$ cat config.mk
export PLATFORM = sky130hd
export DESIGN_NAME = ram_port_arbiter
export DESIGN_NICKNAME = d
export VERILOG_FILES = /design/src/rtl/ram_port_arbiter.sv
export SDC_FILE = /design/constraint.sdc
export NUM_CORES = 1
export LEC_CHECK = 0
export BUFFER_PORTS_ARGS = -buffer_cell sky130_fd_sc_hd__buf_2
export CAP_MARGIN = 10
export CORE_AREA = 2 2 108 110
export CTS_BUF_LIST = sky130_fd_sc_hd__clkbuf_8 sky130_fd_sc_hd__clkbuf_16
export CTS_CLUSTER_SIZE = 12
export DETAILED_ROUTE_END_ITERATION = 8
export DIE_AREA = 0 0 110 112
export PLACE_DENSITY_LB_ADDON = 0.05
export SETUP_SLACK_MARGIN = 0.02
export SLEW_MARGIN = 30
export SYNTH_ARGS = -nofsm -noshare
export SYNTH_HDL_FRONTEND = slang
export SYNTH_SLANG_ARGS = --single-unit
$ cat constraint.sdc
create_clock -name clk -period 2.55 [get_ports clk]
set_input_delay 0.765 -clock clk [delete_from_list [all_inputs] [get_ports clk]]
set_output_delay 0.765 -clock clk [all_outputs]
set_load 0.03 [all_outputs]
$ cat src/rtl/ram_port_arbiter.sv
// Two-master arbiter in front of the single-port SRAM wrapper.
// Ports: instr_* fetch master, data_* load/store master,
//        ram_* request side to the SRAM (1-cycle read latency).
module ram_port_arbiter #(
   parameter int unsigned STARVE_LIMIT = 4
) (
   input  logic        clk,
   input  logic        rst_n,
   input  logic        instr_req,
   input  logic [31:0] instr_addr,
   output logic        instr_gnt,
   output logic        instr_rvalid,
   output logic [31:0] instr_rdata,
   input  logic        data_req,
   input  logic [31:0] data_addr,
   input  logic        data_we,
   input  logic [3:0]  data_be,
   input  logic [31:0] data_wdata,
   output logic        data_gnt,
   output logic        data_rvalid,
   output logic [31:0] data_rdata,
   output logic        ram_req,
   output logic [31:0] ram_addr,
   output logic        ram_we,
   output logic [3:0]  ram_be,
   output logic [31:0] ram_wdata,
   input  logic [31:0] ram_rdata
);

   typedef enum logic [1:0] {
      OWN_NONE,
      OWN_INSTR,
      OWN_DATA_RD,
      OWN_DATA_WR
   } owner_e;

   localparam logic [3:0] LIMIT = 4'(STARVE_LIMIT);

   owner_e     resp_owner;
   owner_e     owner_d;
   logic [3:0] starve_cnt;
   logic [3:0] starve_d;
   logic       instr_forced;

   // Data wins a contested cycle unless instr has already lost LIMIT times.
   assign instr_forced = (starve_cnt == LIMIT);
   assign instr_gnt    = instr_req & (~data_req | instr_forced);
   assign data_gnt     = data_req & ~instr_gnt;

   // Grants follow inputs during reset, only the RAM strobe is gated.
   assign ram_req = (instr_gnt | data_gnt) & rst_n;

   always_comb begin
      ram_addr  = '0;
      ram_we    = 1'b0;
      ram_be    = '0;
      ram_wdata = '0;
      if (instr_gnt) begin
         ram_addr = instr_addr;
         ram_be   = 4'hF;
      end else if (data_gnt) begin
         ram_addr  = data_addr;
         ram_we    = data_we;
         ram_be    = data_be;
         ram_wdata = data_wdata;
      end
   end

   always_comb begin
      owner_d = OWN_NONE;
      if (instr_gnt) begin
         owner_d = OWN_INSTR;
      end else if (data_gnt) begin
         owner_d = data_we ? OWN_DATA_WR : OWN_DATA_RD;
      end
   end

   always_comb begin
      starve_d = starve_cnt;
      if (!instr_req || instr_gnt) begin
         starve_d = '0;
      end else if (data_gnt && !instr_forced) begin
         starve_d = starve_cnt + 4'd1;
      end
   end

   always_ff @(posedge clk or negedge rst_n) begin
      if (!rst_n) begin
         resp_owner <= OWN_NONE;
         starve_cnt <= '0;
      end else begin
         resp_owner <= owner_d;
         starve_cnt <= starve_d;
      end
   end

   assign instr_rvalid = (resp_owner == OWN_INSTR);
   assign instr_rdata  = instr_rvalid ? ram_rdata : '0;
   assign data_rvalid  = (resp_owner == OWN_DATA_RD) |
                         (resp_owner == OWN_DATA_WR);
   assign data_rdata   = (resp_owner == OWN_DATA_RD) ? ram_rdata : '0;

endmodule

### After elaboration in Yosys (flattened, before gate mapping)

Cells that the tools add are included.

* multiplexer cells: 15
* reductions and logical operators: 5
* bitwise logic cells: 8
* equal/unequal tests: 4
* $add $sub $neg: 1

Operators by type and width (count)
* two-way mux 32 bit: 6
* two-way mux 4 bit: 4
* adder 4 x 1 -> 4 bit, second input constant: 1
* equality test 2 bit, second input constant: 2
* equality test 4 x 3 -> 1 bit, second input constant: 1
* two-way mux 2 bit: 2
* AND 1 bit: 3
* two-way mux 1 bit: 3
* OR 1 bit: 3
* equality test 2 x 1 -> 1 bit, second input constant: 1
* zero test 1 bit: 2
* NOT 1 bit: 2
* nonzero test 2 bit: 1
* logical AND 1 bit: 1
* logical OR 1 bit: 1

* logic and storage cells: 35
* input port bits: 137
* register bits: 6
* output and inout bits: 138

### Logic depth before layout (Yosys ltp)

Gate-level depths: netlist of run 1.

* depth after elaboration: 8
* mapped depth: 7
* mapped depth without buffers: 5

### Worst setup path before layout of run 1

No wires, ideal clock.

* path kind: input port to output port
* start: input data_req
* end: output ram_wdata[23]
* data required time: 1785 ps
* slack: -97 ps
* data arrival time: 1882 ps
* buffers on the path: 2
* cell stages on the path: 4
* cell sequence: clkbuf_2 o21a_4 clkbuf_1 and2_1

* word-level cells in the longest chain between the ends: 7

RTL lines
* from (decl): line 14 `input logic data_req,`
* NOT 1 bit: line 47 `assign instr_gnt = instr_req & (~data_req | instr_forced);`
* OR 1 bit: line 47
* AND 1 bit: line 47
* NOT 1 bit: line 48 `assign data_gnt = data_req & ~instr_gnt;`
* AND 1 bit *: line 48
* named net data_gnt: line 19 `output logic data_gnt,`
* two-way mux 32 bit *: line 61 `end else if (data_gnt) begin`
* two-way mux 32 bit *: line 58 `if (instr_gnt) begin`
* to (decl): line 26 `output logic [31:0] ram_wdata,`

The timed path passes the listed nets; every way through them passes the cells marked *.

### Final worst setup path of run 1

* start: input instr_req
* end: output ram_addr[1]

* word-level cells in the longest chain between the ends: 5

RTL lines
* from (decl): line 9 `input logic instr_req,`
* AND 1 bit *: line 47
* NOT 1 bit: line 48
* AND 1 bit: line 48
* two-way mux 32 bit: line 61
* two-way mux 32 bit *: line 58
* to (decl): line 23 `output logic [31:0] ram_addr,`

Mark *: on every way between the ends. The rest lies on a longest branch, timed or not.

==> metrics.cfg, run 1 <==
[synth]
ys_seq_area_share_pct = 11.2
postSynthCellCount = 178
synth_mux_area_share_pct = 0
synth_simple_gate_area_share_pct = 50.3
yosysWarnings = 0
ys.flop_type = dfrtp_1
avgSynthCellArea_um2 = 7.55
synth_xor_xnor_area_share_pct = 1.30
postSynth.asyncResetShare_pct = 100
synth_edf_count = 0
yosysUniqueCellTypes = 20
synth_top_family_by_area = simple AND/OR/NAND/NOR gates
synth-seq-cells = 6
syn_nets = 317
synth_fa_ha_area_share_pct = 1.86
synth_compound_area_share_pct = 26.0
synth_area_mm2 = 0.00134

[timing]
rsz0062_at_grt = yes
timing.final.crit_share_pct = 97.4
hold_ws_ps = 364
skew_ps = 1.98
finalHoldViolations = 0
timing.slew.headroom_pct = 83.4
fin_setup_tns_ps = 0
max_clock_freq_mhz = 403
worstMarginPinSlew_ps = 250
fin_ws_ps = 66.9
period_minus_slack_ps = 2480
finalMaxSlewViolations = 0
setup_viol_count_final = 0

[finish]
syn2layout_area_growth_pct = 145
fin_cells = 592
nFillCells = 1230
fin_util_pct = 29.4
fin_nets = 590
drive_above_1_share_pct = 65.9
finalInstanceArea_mm2 = 0.00329
diodes = 0

[setup_path]
cp.arrival_ps = 1720
r2r_slack_ps = 1120
end_kind = output pin
worstPathRequired_ps = 1790
path_class = in -> out
startpoint_type = primary input
cp_max_fo = 18

[power_and_ir_drop]
cellPowerDensity_mw_per_mm2 = 326
total_power_mw = 1.07
leakagePower_nw = 2.00
irDropWorstVdd_uv = 177

[routing]
detail_route.iter0.violations = 55
ant_nets = 0
totalWireLength_um = 7620
drt-vias-per-instance = 3.95
drc = 0
wl_per_cell_um = 12.9
dr.pass1.iters = 4
via_count = 2337

[cts]
holdBufCountCts = 0
clk_path_buf_depth = 2
tritoncts = yes
clk_pin_slew_worst_paths_ps = 30
cts_num_sinks = 6
cts_max_level = 1
numCtsBuffers = 3
cts_root_buf = clkbuf_16
clk_latency_ps = 230

[placement]
numPortBuffers = 274
dp_cells = 584
dp_slack_ps = 26.0
gp_congestion = 0.755
dpl_cell_area_mm2 = 0.00288
detailed_place_hpwl_um = 6410

[global_route]
grt_max_degree = 34
grt_pass1_wl_um = 10400
grt_overflow = 0
grt_use_total_pct = 10.8
grt_pass1_vias = 2091
antenna_found_initial = 1

[floorplan]
num_rows = 39
die_area_mm2 = 0.0123
die_w_um = 110
pin_count = 275
initial_core_util_pct = 12.0
die_h_um = 112
core-area_mm2 = 0.0112

[flow_run]
maxCapViolCount = 0

[outcome]
status = finished clean

[min_path]
hold_path_class = in -> async

[cell usage after synthesis, drive strengths merged (2+ instances only)]
cell	n	area share (%)
a21o	5	2.8
a22o	32	21
and2	98	46
and3	4	1.9
buf	8	5.4
clkbuf	11	3.2
dfrtp	6	11
ha	2	1.9
inv	3	0.84
nor2b	2	0.93
o21a	2	1.7
[cell families (layout without fill, tap and decap cells)]
family | Yosys count | count (layout)
fa+ha+maj | 2 | 2
compound gates | 40 | 40
flops | 6 | 6
buf+inv | 22 | 293
simple gates | 106 | 106
xor+xnor | 2 | 2
[flip-flops by register name, indices dropped and copies added, names as in the netlist]
signal,count
resp_owner,2
starve_cnt,4
[layout make-up]
class | instances | area (µm²) | area share [%]
Clock buffer | 3 | 75.1 | 2.28
Inverter | 3 | 11.3 | 0.342
Multi-Input combinational cell | 150 | 1090 | 33.1
Sequential cell | 6 | 150 | 4.56
Tap cell | 143 | 179 | 5.44
Timing Repair Buffer | 287 | 1790 | 54.3
[worst max-delay path, cell delays in order]
cell and delay, ps:
buf_2 100, inv_1 110, a21oi_4 40, buf_4 150, buf_16 150, a22o_1 230
buf_4 160
[layer usage]
layer | part of all wire (%) | vias to the layer above | global-route usage, %
met2 | 57 | 156 | 22.4
li1 | - | 1136 | -
met3 | 10 | 10 | 1.81
met5 | 0.17 | - | 0
met4 | 1.4 | 2 | 3.12
met1 | 31 | 1033 | 10.3
[cells in the final DEF (no fill, tap or decap)]
cell type,instances
ha_1,1
xor2_1,1
buf_6,34
nand3b_4,1
a21o_1,5
ha_4,1
a22o_1,32
and3_1,4
and2_1,98
buf_16,1
nand3_1,1
xnor2_1,1
nor2b_1,2
dfrtp_1,6
inv_1,1
buf_4,28
inv_2,2
o21a_4,1
buf_2,221
o21a_1,1
buf_12,3
clkbuf_16,3
a21oi_4,1
[report_power, final]
part	leakage (nW)	switching [mW]	internal (mW)
registers	0.0784	0.00230	0.0994
clock network	0.0370	0.0515	0.201
logic	1.89	0.415	0.304
total	2.00	0.469	0.605
[path summary, 6_finish.rpt]
check	to	cells after the start	start
min	starve_cnt[1]$_DFFE_PN0P_	1	rst_n
min in group clk	starve_cnt[0]$_DFFE_PN0P_	2	starve_cnt[0]$_DFFE_PN0P_
max in group asynchronous	starve_cnt[2]$_DFFE_PN0P_	1	rst_n
min reg2reg	starve_cnt[0]$_DFFE_PN0P_	2	starve_cnt[0]$_DFFE_PN0P_
max reg2reg	resp_owner[0]$_DFF_PN0_	6	starve_cnt[0]$_DFFE_PN0P_
max	ram_addr[1]	7	instr_req
[what timing repair did]
item / 4_1_cts / 5_1_grt
gates cloned: 1 / 0
setup endpoints to repair: 40 / 69
setup buffers: 3 / 1
pin swaps: 1 / 2
resized for setup: 38 / 72
No activity file was read; power rests on OpenSTA's default activity.
==> inputs of run 2 (changes only) <==
- CELL_PAD_IN_SITES_DETAIL_PLACEMENT: default -> 0
- CELL_PAD_IN_SITES_GLOBAL_PLACEMENT: default -> 2
- CORE_AREA: 2 2 108 110 -> default
- CORE_ASPECT_RATIO: default -> 1.5
- CORE_UTILIZATION: default -> 10
- DIE_AREA: 0 0 110 112 -> default
==> run 2 against run 1 <==
Against the previous run: worst hold slack improved by 2.0 ps; die area increased by 13%; combinational power fell by 3%; flip-flop and latch count is the same; core utilization shrank 4.7 points; final area decreased by 2.0%; wire length increased by 6.2%; non-clock buffer count rose by 1; final cell count increased by 2.9%; highest routed layer unchanged.
==> metrics.cfg, run 2 (synthesis gave the netlist of run 1 again) <==
[routing]
wl_per_cell_um = 13.3  ; +3.3%
drc = 0  ; unchanged
ant_nets = 0  ; unchanged
totalWireLength_um = 8100  ; +6.2%
detail_route.iter0.violations = 32  ; -42%
via_count = 2328  ; -0.39%
drt-vias-per-instance = 3.82  ; -3.2%
dr.pass1.iters = 4  ; unchanged

[floorplan]
die_h_um = 144  ; +29%
core-area_mm2 = 0.0130  ; +16%
num_rows = 51  ; +31%
die_w_um = 96.7  ; -12%
pin_count = 275  ; unchanged
die_area_mm2 = 0.0139  ; +13%
initial_core_util_pct = 10.3  ; -1.7 points

[timing]
rsz0062_at_grt = yes
timing.final.crit_share_pct = 96.1  ; -1.3 points
worstMarginPinSlew_ps = 260  ; +10.8 ps
fin_setup_tns_ps = 0  ; unchanged
skew_ps = 0.612  ; -1.37 ps
finalHoldViolations = 0  ; unchanged
setup_viol_count_final = 0  ; unchanged
max_clock_freq_mhz = 408  ; +1.3%
fin_ws_ps = 99.3  ; +32.3 ps
period_minus_slack_ps = 2450  ; -32.3 ps
hold_ws_ps = 366  ; +1.95 ps
timing.slew.headroom_pct = 82.6  ; -0.72 points
finalMaxSlewViolations = 0  ; unchanged

[cts]
clk_latency_ps = 230  ; about the same
holdBufCountCts = 0  ; unchanged
clk_pin_slew_worst_paths_ps = 30  ; about the same
cts_num_sinks = 6  ; unchanged
cts_max_level = 1  ; unchanged
numCtsBuffers = 3  ; unchanged
clk_path_buf_depth = 2  ; unchanged
cts_root_buf = clkbuf_16
tritoncts = yes

[setup_path]
cp_top_family = buffers and inverters
startpoint_type = flip-flop
worstPathRequired_ps = 1790  ; about the same
cp.arrival_ps = 1690  ; -30 ps
worstPathCellList = inv_2, ha_4, nand3b_4, a21oi_4, buf_6, buf_12, a22o_1, buf_6
worst_path_most_repeated_cell = buf_6
path_class = reg -> out
critical_path.max_stage_delay_ps = 380  ; +150 ps
crit_slowest_cell = dfrtp_1
critPathBufInv = 4  ; -1
end_kind = output pin
cp_max_fo = 10  ; -8

[placement]
numPortBuffers = 274  ; unchanged
dp_slack_ps = 31.8  ; +5.79 ps
dp_cells = 599  ; +2.6%
gp_congestion = 0.702  ; -6.9%
dpl_cell_area_mm2 = 0.00289  ; +0.17%
detailed_place_hpwl_um = 6750  ; +5.3%

[finish]
layout_common_cells = buf_2 (241), and2_1 (98), a22o_1 (32), buf_4 (25), buf_6 (17)
fin_cells = 609  ; +2.9%
largest-register = starve_cnt
register_area_um2 = 150  ; unchanged
drive_above_1_share_pct = 66.2  ; +0.30 points
diodes = 0  ; unchanged
multi_input_area_mm2 = 0.00109  ; unchanged
fin_util_pct = 24.8  ; -4.7 points
nFillCells = 1474  ; +20%
layout_commonest_cell = buf_2
syn2layout_area_growth_pct = 140
largest_reg_flops = 4  ; unchanged
fin_nets = 591  ; +0.17%
finalInstanceArea_mm2 = 0.00322  ; -2.0%
top_regs = starve_cnt (4), resp_owner (2)

[global_route]
grt_overflow = 0  ; unchanged
antenna_found_initial = 1  ; unchanged
grt_pass1_wl_um = 11500  ; +11%
grt_use_total_pct = 10.5  ; -0.28 points
grt_pass1_vias = 2231  ; +6.7%
grt_max_degree = 36  ; +5.9%

[flow_run]
maxCapViolCount = 0  ; unchanged

[min_path]
hold_path_class = in -> async

[power_and_ir_drop]
cellPowerDensity_mw_per_mm2 = 327  ; +0.28%
irDropWorstVdd_uv = 119  ; -33%
leakagePower_nw = 1.99  ; -0.70%
total_power_mw = 1.05  ; -1.7%

[outcome]
status = finished clean

## run 2: cell types whose count changed in the layout (fill, tap and decap cells not counted), sizes merged
cell  before  now
buf      287  288
## run 2: cell type report
class,instances,area share [%]
clock buffers,3,2.33
repair buffers,288,52.8
flip-flops and latches,6,4.66
multi-input cells,150,33.7
inverters,3,0.349
well taps,159,6.17
## run 2: power by group
part / switching (mW) / internal [mW]
Sequential: 0.00196 / 0.0994
Clock: 0.0510 / 0.201
Combinational: 0.413 / 0.288
## run 2: worst paths after layout
path                                             end  cells after the start                       from  slack (ps)
min reg2reg                starve_cnt[3]$_DFFE_PN0P_                      2  starve_cnt[3]$_DFFE_PN0P_         630
min                        starve_cnt[3]$_DFFE_PN0P_                      1                      rst_n         370
min in group clk           starve_cnt[3]$_DFFE_PN0P_                      2  starve_cnt[3]$_DFFE_PN0P_         630
max in group asynchronous  starve_cnt[2]$_DFFE_PN0P_                      1                      rst_n        2030
max reg2reg                  resp_owner[0]$_DFF_PN0_                      6  starve_cnt[0]$_DFFE_PN0P_        1170
max                                      ram_addr[6]                      8  starve_cnt[0]$_DFFE_PN0P_         100
## run 2: repair_timing
| action | CTS | global route |
|---|---|---|
| resized for setup | 55 | 3 |
| pin swaps | 2 | 0 |
| buffers inserted | 5 | 0 |
| setup endpoints to repair | 35 | 4 |
| endpoints found under the hold margin | 0 | 0 |
| cloned | 2 | 0 |
## run 2: routing by layer
metal	GRT usage, %	share of wire, %	up-vias
met4	2.59	1.2	2
met3	3.14	11	8
met1	9.18	30	988
li1	-	-	1139
met5	0	0.21	-
met2	22.7	57	191
